==> config.mk <==
export PLATFORM = sky130hd
export DESIGN_NAME = kd_sort_sched
export DESIGN_NICKNAME = d
export VERILOG_FILES = /design/src/rtl/kd_sort_sched_pkg.sv /design/src/rtl/kd_sort_sched_axis_map.sv /design/src/rtl/kd_sort_sched.sv
export SDC_FILE = /design/constraint.sdc
export NUM_CORES = 1
export LEC_CHECK = 0
export CAP_MARGIN = 5
export CELL_PAD_IN_SITES_DETAIL_PLACEMENT = 1
export CELL_PAD_IN_SITES_GLOBAL_PLACEMENT = 1
export CORE_MARGIN = 2
export CORE_UTILIZATION = 36
export DETAILED_ROUTE_END_ITERATION = 8
export PLACE_DENSITY_LB_ADDON = 0.12
export SYNTH_ARGS = -nofsm -noshare
export SYNTH_HDL_FRONTEND = slang
export SYNTH_SLANG_ARGS = --single-unit
==> constraint.sdc <==
create_clock -name clk -period 2.51 [get_ports clk]
set_input_delay 0.502 -clock clk [delete_from_list [all_inputs] [get_ports clk]]
set_output_delay 0.502 -clock clk [all_outputs]
set_load 0.03 [all_outputs]
==> src/rtl/kd_sort_sched_pkg.sv <==
// Shared definitions for the kd-tree CE sequencer and the CE array:
// controller states, mode encodings and axis width/wrap helpers.
package kd_pkg;

  typedef enum logic [2:0] {
    ST_IDLE = 3'd0,
    ST_EVEN = 3'd1,
    ST_ODD  = 3'd2,
    ST_PROP = 3'd3,
    ST_DONE = 3'd4
  } kd_state_e;

  localparam logic MODE_SORT  = 1'b0;
  localparam logic MODE_QUERY = 1'b1;

  // Axis field width for a given dimensionality (at least one bit).
  function automatic int kd_axw(input int dim);
    return (dim > 1) ? $clog2(dim) : 1;
  endfunction

  // Axis used 'off' levels below a node split on 'base'; base is < dim.
  function automatic int axis_wrap(input int base, input int off, input int dim);
    return (base + off) % dim;
  endfunction

endpackage

==> src/rtl/kd_sort_sched_axis_map.sv <==
// Combinational per-row axis generator: row l splits on (axis_base + l) mod DIM.
module kd_axis_map
  import kd_pkg::*;
#(
  parameter int LEVELS = 4,
  parameter int DIM    = 3,
  parameter int AXW    = kd_axw(DIM)
) (
  input  logic [AXW-1:0]        axis_base,
  output logic [LEVELS*AXW-1:0] level_axis
);

  for (genvar l = 0; l < LEVELS; l++) begin : g_row
    assign level_axis[l*AXW +: AXW] = AXW'(axis_wrap(int'(axis_base), l, DIM));
  end

endmodule

==> src/rtl/kd_sort_sched.sv <==
// Sequencer for the kd-tree CE array: even/odd sort sweeps until stable, or a
// root-to-leaf propagation walk. Optional sweep limit: KD_SORT_TIMEOUT_EN.
module kd_sort_sched
  import kd_pkg::*;
#(
  parameter int LEVELS     = 4,
  parameter int DIM        = 3,
  parameter int MAX_SWEEPS = 64,
  localparam int AXW       = kd_axw(DIM),
  localparam int SCW       = $clog2(MAX_SWEEPS + 1)
) (
  input  logic                  clk,
  input  logic                  rst,
  input  logic                  start,
  input  logic                  mode,
  input  logic [AXW-1:0]        axis_base,
  input  logic [LEVELS-1:0]     stable_in,
  output logic [LEVELS-1:0]     ce_en,
  output logic                  sorting,
  output logic                  point_prop,
  output logic [LEVELS*AXW-1:0] level_axis,
  output logic                  busy,
  output logic                  done,
  output logic                  timeout,
  output logic [SCW-1:0]        sweep_count
);

  localparam int LVW = (LEVELS > 1) ? $clog2(LEVELS) : 1;

  function automatic logic [LEVELS-1:0] row_mask(input bit odd_rows);
    logic [LEVELS-1:0] m;
    for (int i = 0; i < LEVELS; i++) m[i] = ((i % 2) == 1) == odd_rows;
    return m;
  endfunction

  localparam logic [LEVELS-1:0] EVEN_MASK = row_mask(1'b0);
  localparam logic [LEVELS-1:0] ODD_MASK  = row_mask(1'b1);

  kd_state_e               state_q;
  logic [LVW-1:0]          lvl_q;
  logic                    dirty_q;
  logic [SCW-1:0]          sweep_q;
  logic [LEVELS*AXW-1:0]   axis_q;
  logic [LEVELS*AXW-1:0]   axis_map;
  logic [LEVELS-1:0]       ce_mask;
  logic                    dirty_next;
  logic [SCW-1:0]          sweep_inc;

  kd_axis_map #(.LEVELS(LEVELS), .DIM(DIM), .AXW(AXW)) u_axis_map (
    .axis_base  (axis_base),
    .level_axis (axis_map)
  );

  always_comb begin
    ce_mask = '0;
    case (state_q)
      ST_EVEN: ce_mask = EVEN_MASK;
      ST_ODD:  ce_mask = ODD_MASK;
      ST_PROP: ce_mask = LEVELS'(1) << lvl_q;
      default: ce_mask = '0;
    endcase
  end

  // stable_in only feeds state, never an output directly.
  assign dirty_next = dirty_q | (|(ce_mask & ~stable_in));
  assign sweep_inc  = (&sweep_q) ? sweep_q : sweep_q + SCW'(1);

`ifdef KD_SORT_TIMEOUT_EN
  logic timeout_q;
`endif

  always_ff @(posedge clk or negedge rst) begin
    if (!rst) begin
      state_q <= ST_IDLE;
      lvl_q   <= '0;
      dirty_q <= 1'b0;
      sweep_q <= '0;
      axis_q  <= '0;
`ifdef KD_SORT_TIMEOUT_EN
      timeout_q <= 1'b0;
`endif
    end else begin
      case (state_q)
        ST_IDLE: begin
          if (start) begin
            axis_q  <= axis_map;
            sweep_q <= '0;
            dirty_q <= 1'b0;
            lvl_q   <= '0;
`ifdef KD_SORT_TIMEOUT_EN
            timeout_q <= 1'b0;
`endif
            state_q <= (mode == MODE_QUERY) ? ST_PROP : ST_EVEN;
          end
        end
        ST_EVEN: begin
          dirty_q <= dirty_next;
          state_q <= ST_ODD;
        end
        ST_ODD: begin
          sweep_q <= sweep_inc;
          if (!dirty_next) begin
            dirty_q <= 1'b0;
            state_q <= ST_DONE;
          end
`ifdef KD_SORT_TIMEOUT_EN
          else if (sweep_inc == SCW'(MAX_SWEEPS)) begin
            dirty_q   <= 1'b0;
            timeout_q <= 1'b1;
            state_q   <= ST_DONE;
          end
`endif
          else begin
            dirty_q <= 1'b0;
            state_q <= ST_EVEN;
          end
        end
        ST_PROP: begin
          if (lvl_q == LVW'(LEVELS - 1)) state_q <= ST_DONE;
          else                           lvl_q   <= lvl_q + LVW'(1);
        end
        ST_DONE: state_q <= ST_IDLE;
        default: state_q <= ST_IDLE;
      endcase
    end
  end

  assign ce_en       = ce_mask;
  assign sorting     = (state_q == ST_EVEN) || (state_q == ST_ODD);
  assign point_prop  = (state_q == ST_PROP);
  assign busy        = (state_q != ST_IDLE);
  assign done        = (state_q == ST_DONE);
  assign level_axis  = axis_q;
  assign sweep_count = sweep_q;
`ifdef KD_SORT_TIMEOUT_EN
  assign timeout     = timeout_q;
`else
  assign timeout     = 1'b0;
`endif

endmodule

* Word level (Yosys, flattened, before mapping)
Cells that the tools add are included.
Cells by class: bitwise operators 3, multiplexer cells 14, divide/modulo/power cells 4, reductions and logical operators 13, shift-type cells 1, equal/unequal tests 9, add/sub/neg operators 5
Operator list (count):
- $mod 32x3->32 const B | 3
- $mod 3x3->32 const B | 1
- $mux 7 | 2
- $pmux 7 s2 | 1
- $pmux 3 s4 | 1
- $pmux 4 s3 | 1
- $mux 3 | 3
- $add 7x1->7 const B | 1
- $reduce_and 7->1 | 1
- $add 2x2->3 const B | 2
- $eq 3x2->1 const B | 2
- $mux 2 | 3
- $ne 2x2->1 const B | 3
- $reduce_and 2->1 | 3
- $reduce_and 3->1 | 2
- $reduce_bool 3->1 | 2
- $and 4x4->4 | 1
- $not 4->4 | 1
- $pmux 2 s2 | 1
- $reduce_bool 2->1 | 2
- $reduce_or 4->1 | 1
- $shl 1x2->4 const A | 1
- $add 2x1->3 const B | 1
- $eq 3x1->1 const B | 1
- other kinds (9) | 9
Storage, ports and cells: word-level logic and storage cells 54, input port bits 10, register bits 21, output and inout port bits 24

* Depth between registers and ports, before layout
depth in word-level cells 7, gate-level depth with buffers 6, depth with buffers taken out 6

* Modules after synthesis
From an unflattened synthesis, not the netlist that was laid out.
Unflattened totals: cell total of the unflattened synthesis 136, area total of the unflattened synthesis 1244.9 sq um
Modules (own cells, without submodules):
- kd_sort_sched | area an instance 1174.9 sq um, times used 1, cells each 127, sequential area each 525.5 sq um
- kd_axis_map | area an instance 70.1 sq um, times used 1, cells each 9, sequential area each 0.0 sq um

* Least setup slack after synthesis
OpenSTA, ideal clock, no wires.
kind reg2out, start register state_q[1], end output done, required time 2008 ps, cell stages (with the launch flop) 3, slack 693 ps, buffers on the path 1, arrival time 1315 ps, cell sequence dfrtp_1 -> buf_2 -> nor3b_1
Between the ends: word-level cells in the longest chain between the ends 1
Ends and longest elaborated chain:
- from (decl) | RTL line kd_sort_sched.sv:39 | kd_state_e state_q;
- from (signal assigned) | RTL line kd_sort_sched.sv:93 | state_q <= (mode == MODE_QUERY) ? ST_PROP : ST_EVEN;
- $eq 3x3->1 | RTL line kd_sort_sched.sv:132 | assign done = (state_q == ST_DONE);
- to (decl) | RTL line kd_sort_sched.sv:23 | output logic done,
Every way passes these cells.

* Worst setup path after layout
start register state_q[2], end output point_prop
Between the ends: word-level cells in the longest chain between the ends 1
Ends and longest elaborated chain:
- $eq 3x2->1 | RTL line kd_sort_sched.sv:130 | assign point_prop = (state_q == ST_PROP);
- to (decl) | RTL line kd_sort_sched.sv:20 | output logic point_prop,
Every way passes these cells.

==> run_results.csv <==
group,metric,value,unit
finish,area_growth,31.44,%
logic_synthesis,synthCells,119,
sta,finalHoldViolCount,0,
sta,holdWs,0.5117,ns
floorplan,die_h,58.13,um
finish,antennaDiodeCount,0,
floorplan,initial_core_util,37.92,%
clocking,cts.reportedPaths.clkPinSlew,0.09,ns
sta,finalCriticalPeriod,2.438,ns
placement,portBuffers,32,
global_routing,overflow,0,
pwr,power,1.959,mW
finish,fin_nets,163,
pwr,sw_frac_of_total,50.05,%
drt,first_pass_iters,4,
global_routing,grt_pass1_vias,911,
floorplan,coreArea,2781,sq um
sta,maxSlewViolCount,0,
finish,final_area,1386,sq um
pwr,p_int,978.4,uW
critical_path,start_kind,"flop",
drt,vias,916,
logic_synthesis,synth_top_area_share,37.96,%
finish,fill_cells,333,
clocking,cts_root_buf,"clkbuf_4",
pwr,seqPwrFrac,27.8,%
logic_synthesis,avgSynthCellArea,8.864,sq um
global_routing,grt_max_degree,17,
critical_path,ff2ff_setup_slack,1.00,ns
logic_synthesis,ys_seq_elements,16,
critical_path,critPathMaxFanout,9,
floorplan,num_rows,19,
sta,fin_crit_sh,97.14,%
logic_synthesis,synth_warnings,0,
clocking,cts_tree,"yes",
floorplan,dieArea,3379,sq um
critical_path,worstPathArrival,1.94,ns
global_routing,track_usage,16.20,%
drt,via_per_inst,5.205,
flow_run,drv_cap,0,
pwr,power_leakage,0.6317,nW
finish,final_common_cell,"clkdlybuf4s50_1",
global_routing,grt_pass1_wl,4257,um
logic_synthesis,yosysTopAreaCell,"dfrtp_1",
finish,layout_common_cells,"clkdlybuf4s50_1 (30), dfrtp_1 (14), nand2_1 (12)",
worst_hold_path,min_from,"level_axis[5]",
sta,finalSetupViolCount,0,
finish,utilization,49.84,%
sta,rsz0062_at_grt,"false",
clocking,cts_made_buffers,3,
logic_synthesis,synth_ff_type,"dfrtp_1",
pwr,clkPwrFrac,8.7,%
sta,skew,0.001431,ns
sta,fmax,0.4101,GHz
clocking,cts_num_sinks,16,
worst_hold_path,min_delay_path_depth,2,
critical_path,path_class,"reg -> out",
sta,fin_setup_tns,0,ns
clocking,cts.htree.levels,1,
placement,place.gp.congestion,0.8030,
logic_synthesis,synthTopCellsByArea,"dfrtp_1 (38%), ha_1 (8.3%), buf_4 (4.3%)",
logic_synthesis,syn_nets,136,
critical_path,reg2regPathDepth,6,
run_status,run_status,"finished clean",
logic_synthesis,syn_area,1055,sq um
global_routing,antenna_found_initial,0,
pwr,netSwitchingPower,980.5,uW
drt,wirelength,2415,um
floorplan,ioPinCount,34,
worst_hold_path,holdPathEnd,"level_axis[5]",
logic_synthesis,async_reset_ff_share,100.0,%
drt,drt_iter0_drc,17,
placement,place_area,1343,sq um
critical_path,rr_startpoint,"lvl_q[0]",
sta,max_slew_margin,51.61,%
drt,route.detailed.drc,0,
critical_path,r2r-end,"state_q[2]",
logic_synthesis,ys_seq_area_share,37.96,%
logic_synthesis,synth_edf_count,0,
floorplan,dieWidth,58.13,um
finish,drive_gt1_share,8.276,%
clocking,clock_path_buffers,2,
pwr,ir_drop,699.3,uV
clocking,clk_latency,0.29,ns
critical_path,end_kind,"output port",
sta,worst_slew_pin_slew,0.7235,ns
critical_path,required,2.01,ns
logic_synthesis,synth_cell_types,36,
pwr,power_density,1413,nW/um^2
placement,dpl.hpwl,1867,um
drt,postRouteAntennaNets,0,
worst_hold_path,min_path_type,"reg -> reg",
drt,wl_per_cell,13.72,um
pwr,combPwrFrac,63.5,%
## area by class of cell
type,count,area (sq um),area share [%]
multi-input combinational,82,541.8,39.08
sequential,16,402.9,29.06
timing repair buffer,32,325.3,23.47
inverter,11,41.29,2.978
tap,31,38.79,2.798
clock buffer,4,36.28,2.617
## sequential cells by signal, summed over array words and instances, names as in the netlist
signal and cells:
level_axis 3, sweep_count 7, dirty_q 1, state_q 3, lvl_q 2
## timing repair
action | 4_1_cts | 5_1_grt
hold buffers | 0 | 0
setup endpoints to repair | 2 | 4
gates resized for setup | 1 | 3
buffers inserted | 0 | 0
## per-layer routing
layer	track usage, %	share of wire (%)	vias up
met5	0	0	-
met4	5.980	1.8	0
met1	22.83	47	432
li1	-	-	453
met2	24.84	46	25
met3	2.902	5.3	6
## cells by family (layout without fill, tap and decap cells)
family	Yosys count	after routing	synth area share (%)
and+or+nand+nor	47	47	24.44
adders and majority gates	7	7	8.303
other	1	1	0.3555
DFF	16	16	37.96
buffers and inverters	21	47	10.68
AOI/OAI and AO/OA	25	25	16.61
xor gates and xnor gates	2	2	1.661
## power by group through the flow
stage | sequential [mW] | clock, mW | combinational [mW]
2_1_floorplan | 0.554 | 0 | 0.845
3_3_place_gp | 0.531 | 0 | 1.24
3_5_place_dp | 0.546 | 0 | 1.26
4_1_cts | 0.542 | 0.176 | 1.26
5_1_grt | 0.570 | 0.189 | 1.36
6_report | 0.545 | 0.170 | 1.24
## per-stage QoR
| stage | cells | setup slack [ns] |
|---|---|---|
| global placement | 172 | 0.4005 |
| finish | 176 | 0.07172 |
| CTS | 176 | 0.01316 |
| floorplan | 119 | 0.6931 |
| global route | 176 | 0.02219 |
| detailed placement | 172 | 0.2944 |
## worst max-delay path, stage by stage, from the launching register on
cell,delay [ns]
dfrtp_1,0.52
nand2b_1,0.28
nor2_1,0.16
clkdlybuf4s50_1,0.69
## synthesized netlist by cell type, types with 2 or more instances
| cell | instances |
|---|---|
| o21a_1 | 2 |
| nand2_1 | 12 |
| a21oi_1 | 3 |
| nand3_1 | 8 |
| buf_4 | 6 |
| a31oi_1 | 2 |
| inv_1 | 11 |
| o21ai_1 | 3 |
| buf_2 | 3 |
| nor3_1 | 2 |
| o21ai_0 | 5 |
| dfrtp_1 | 16 |
| and3_1 | 2 |
| nor2_1 | 11 |
| nand4_1 | 2 |
| and2_1 | 2 |
| a211oi_2 | 2 |
| a211o_1 | 2 |
| ha_1 | 7 |
| o211ai_1 | 2 |
## how the worst max path moves through the flow
| stage | from | to | slack, ns | cells after the start |
|---|---|---|---|---|
| after floorplan | state_q[1] | done | 0.69 | 2 |
| after global placement | lvl_q[0] | ce_en[0] | 0.40 | 5 |
| after detailed placement | state_q[0] | ce_en[3] | 0.29 | 4 |
| after CTS | state_q[1] | point_prop | 0.01 | 3 |
| after global routing | state_q[2] | point_prop | 0.02 | 3 |
| final | state_q[2] | point_prop | 0.07 | 3 |
(Power assumes the default switching activity.)
==> variant (same settings) <==
Add a define of `KD_SORT_TIMEOUT_EN`.
--- a/src/rtl/kd_sort_sched.sv
+++ b/src/rtl/kd_sort_sched.sv
@@ -1,4 +1,6 @@
 // Sequencer for the kd-tree CE array: even/odd sort sweeps until stable, or a
 // root-to-leaf propagation walk. Optional sweep limit: KD_SORT_TIMEOUT_EN.
+`define KD_SORT_TIMEOUT_EN
+
 module kd_sort_sched
   import kd_pkg::*;
Function: no difference found for any inputs over 10 cycles, from zero or initial values and one cycle with rst low; that may be too few to reach the edited logic, so the function may still have changed.
==> variant against the unedited design <==
  * Fmax rose by 3.2%
  * Total power fell by 13%
  * Setup slack better by 75 ps
  * Via count grew 12%
  * Utilization fell by 0.13 points
  * Wire length up 18%
  * Final area increased by 8.6%
  * Synthesized area up 7.1%
  * Critical path depth increased by 2
  * Sequential cell count up 1
  * Sequential power shrank 8.3%
  * Critical endpoint is now ce_en[2]
==> variant: results (changes against the unedited design) <==
CTS
  • CTS clk-pin slew, worst paths: 110 ps (was 90 ps)
  • PostCTS Resize Cnt: 0 (was 1)

Synthesis
  • Syn nets: 145 (was 136)
  • Syn avg cell area: 8.83 µm² (was 8.86 µm²)
  • Register area share after synthesis: 37.7% (was 38.0%)
  • Complex-gate fraction of the synthesized area: 11.4% (was 16.6%)
  • Synth top cells by count: nand2_1 (19), dfrtp_1 (17), nor2_1 (11) (was dfrtp_1 (16), nand2_1 (12), inv_1 (11), nor2_1 (11), nand3_1 (8))
  • Yosys cell types: 35 (was 36)
  • Ranking of synthesized cells by area: dfrtp_1 (38%), ha_1 (7.8%), nand2_1 (6.3%) (was dfrtp_1 (38%), ha_1 (8.3%), buf_4 (4.3%))
  • XOR/XNOR share of the synthesized area: 3.10% (was 1.66%)

Power
  • VDD IR max: 455 µV (was 699 µV)
  • Clock Power: 151 µW (was 170 µW)
  • Comb power: 1050 µW (was 1240 µW)
  • Lkg Pwr: 0.000714 µW (was 0.000632 µW)

Timing
  • Setup Skew: 9.19 ps (was 1.43 ps)

Setup path
  • Critical path peak fanout: 5 (was 9)
  • Reg-to-reg critical path endpoint: timeout (was state_q[2])
  • Reg-to-reg slack, setup: 750 ps (was 1000 ps)
  • RR Startpoint: state_q[0] (was lvl_q[0])

Placed design
  • Final HPWL DP: 2.21 mm (was 1.87 mm)
  • Dpl cells: 197 (was 172)
  • I/O Buffers: 33 (was 32)
  • Gpl congestion: 0.804 (was 0.803)

Drt
  • DRT iter0 DRCs: 27 (was 17)
  • Met2 Wirelength: 1.56 mm (was 1.12 mm)
  • Vias per Instance: 5.08 (was 5.20)
  • Met3 WL: 73 µm (was 129 µm)
  • M1 WL: 1.21 mm (was 1.12 mm)
  • 1st-pass router iterations: 3 (was 4)
  • Via count: 1,022 (was 916)

Global routing
  • Largest net degree at the start of global routing: 18 (was 17)
  • Total GRT Usage: 18.4% (was 16.2%)
  • Met1 usage: 22.9% (was 22.8%)
  • Met3 global-route usage: 2.16% (was 2.90%)
  • Global-route wire length before repair: 4.91 mm (was 4.26 mm)

Status
  • Run status: finished clean (unchanged)

Final layout
  • Proportion of layout cells with a drive suffix above 1: 8.28% (about the same)
[variant: stage by stage]
step | worst slack [ps] | cell area (µm²)
6_report | 147 | 1510
5_1_grt | -19.6 | 1510
4_1_cts | 2.36 | 1500
3_5_place_dp | 349 | 1470
3_3_place_gp | 399 | 1470
2_1_floorplan | 676 | 1130
[variant: how the worst max path moves through the flow]
| stage | startpoint | to | cells after the start |
|---|---|---|---|
| global route | state_q[0] | busy | 3 |
| finish | lvl_q[0] | ce_en[2] | 5 |
| detailed placement | state_q[1] | point_prop | 3 |
| floorplan | state_q[1] | done | 2 |
| CTS | state_q[1] | point_prop | 3 |
| global placement | state_q[1] | point_prop | 3 |
[variant: layout make-up]
cell class	count	area [µm²]	area share [%]
tap	44	55.1	3.66
clock buffer	3	22.5	1.50
timing repair buffer	35	353	23.4
inverter	8	30.0	2.00
clock inverter	1	5.00	0.333
multi-input combinational	93	613	40.7
sequential	17	427	28.3
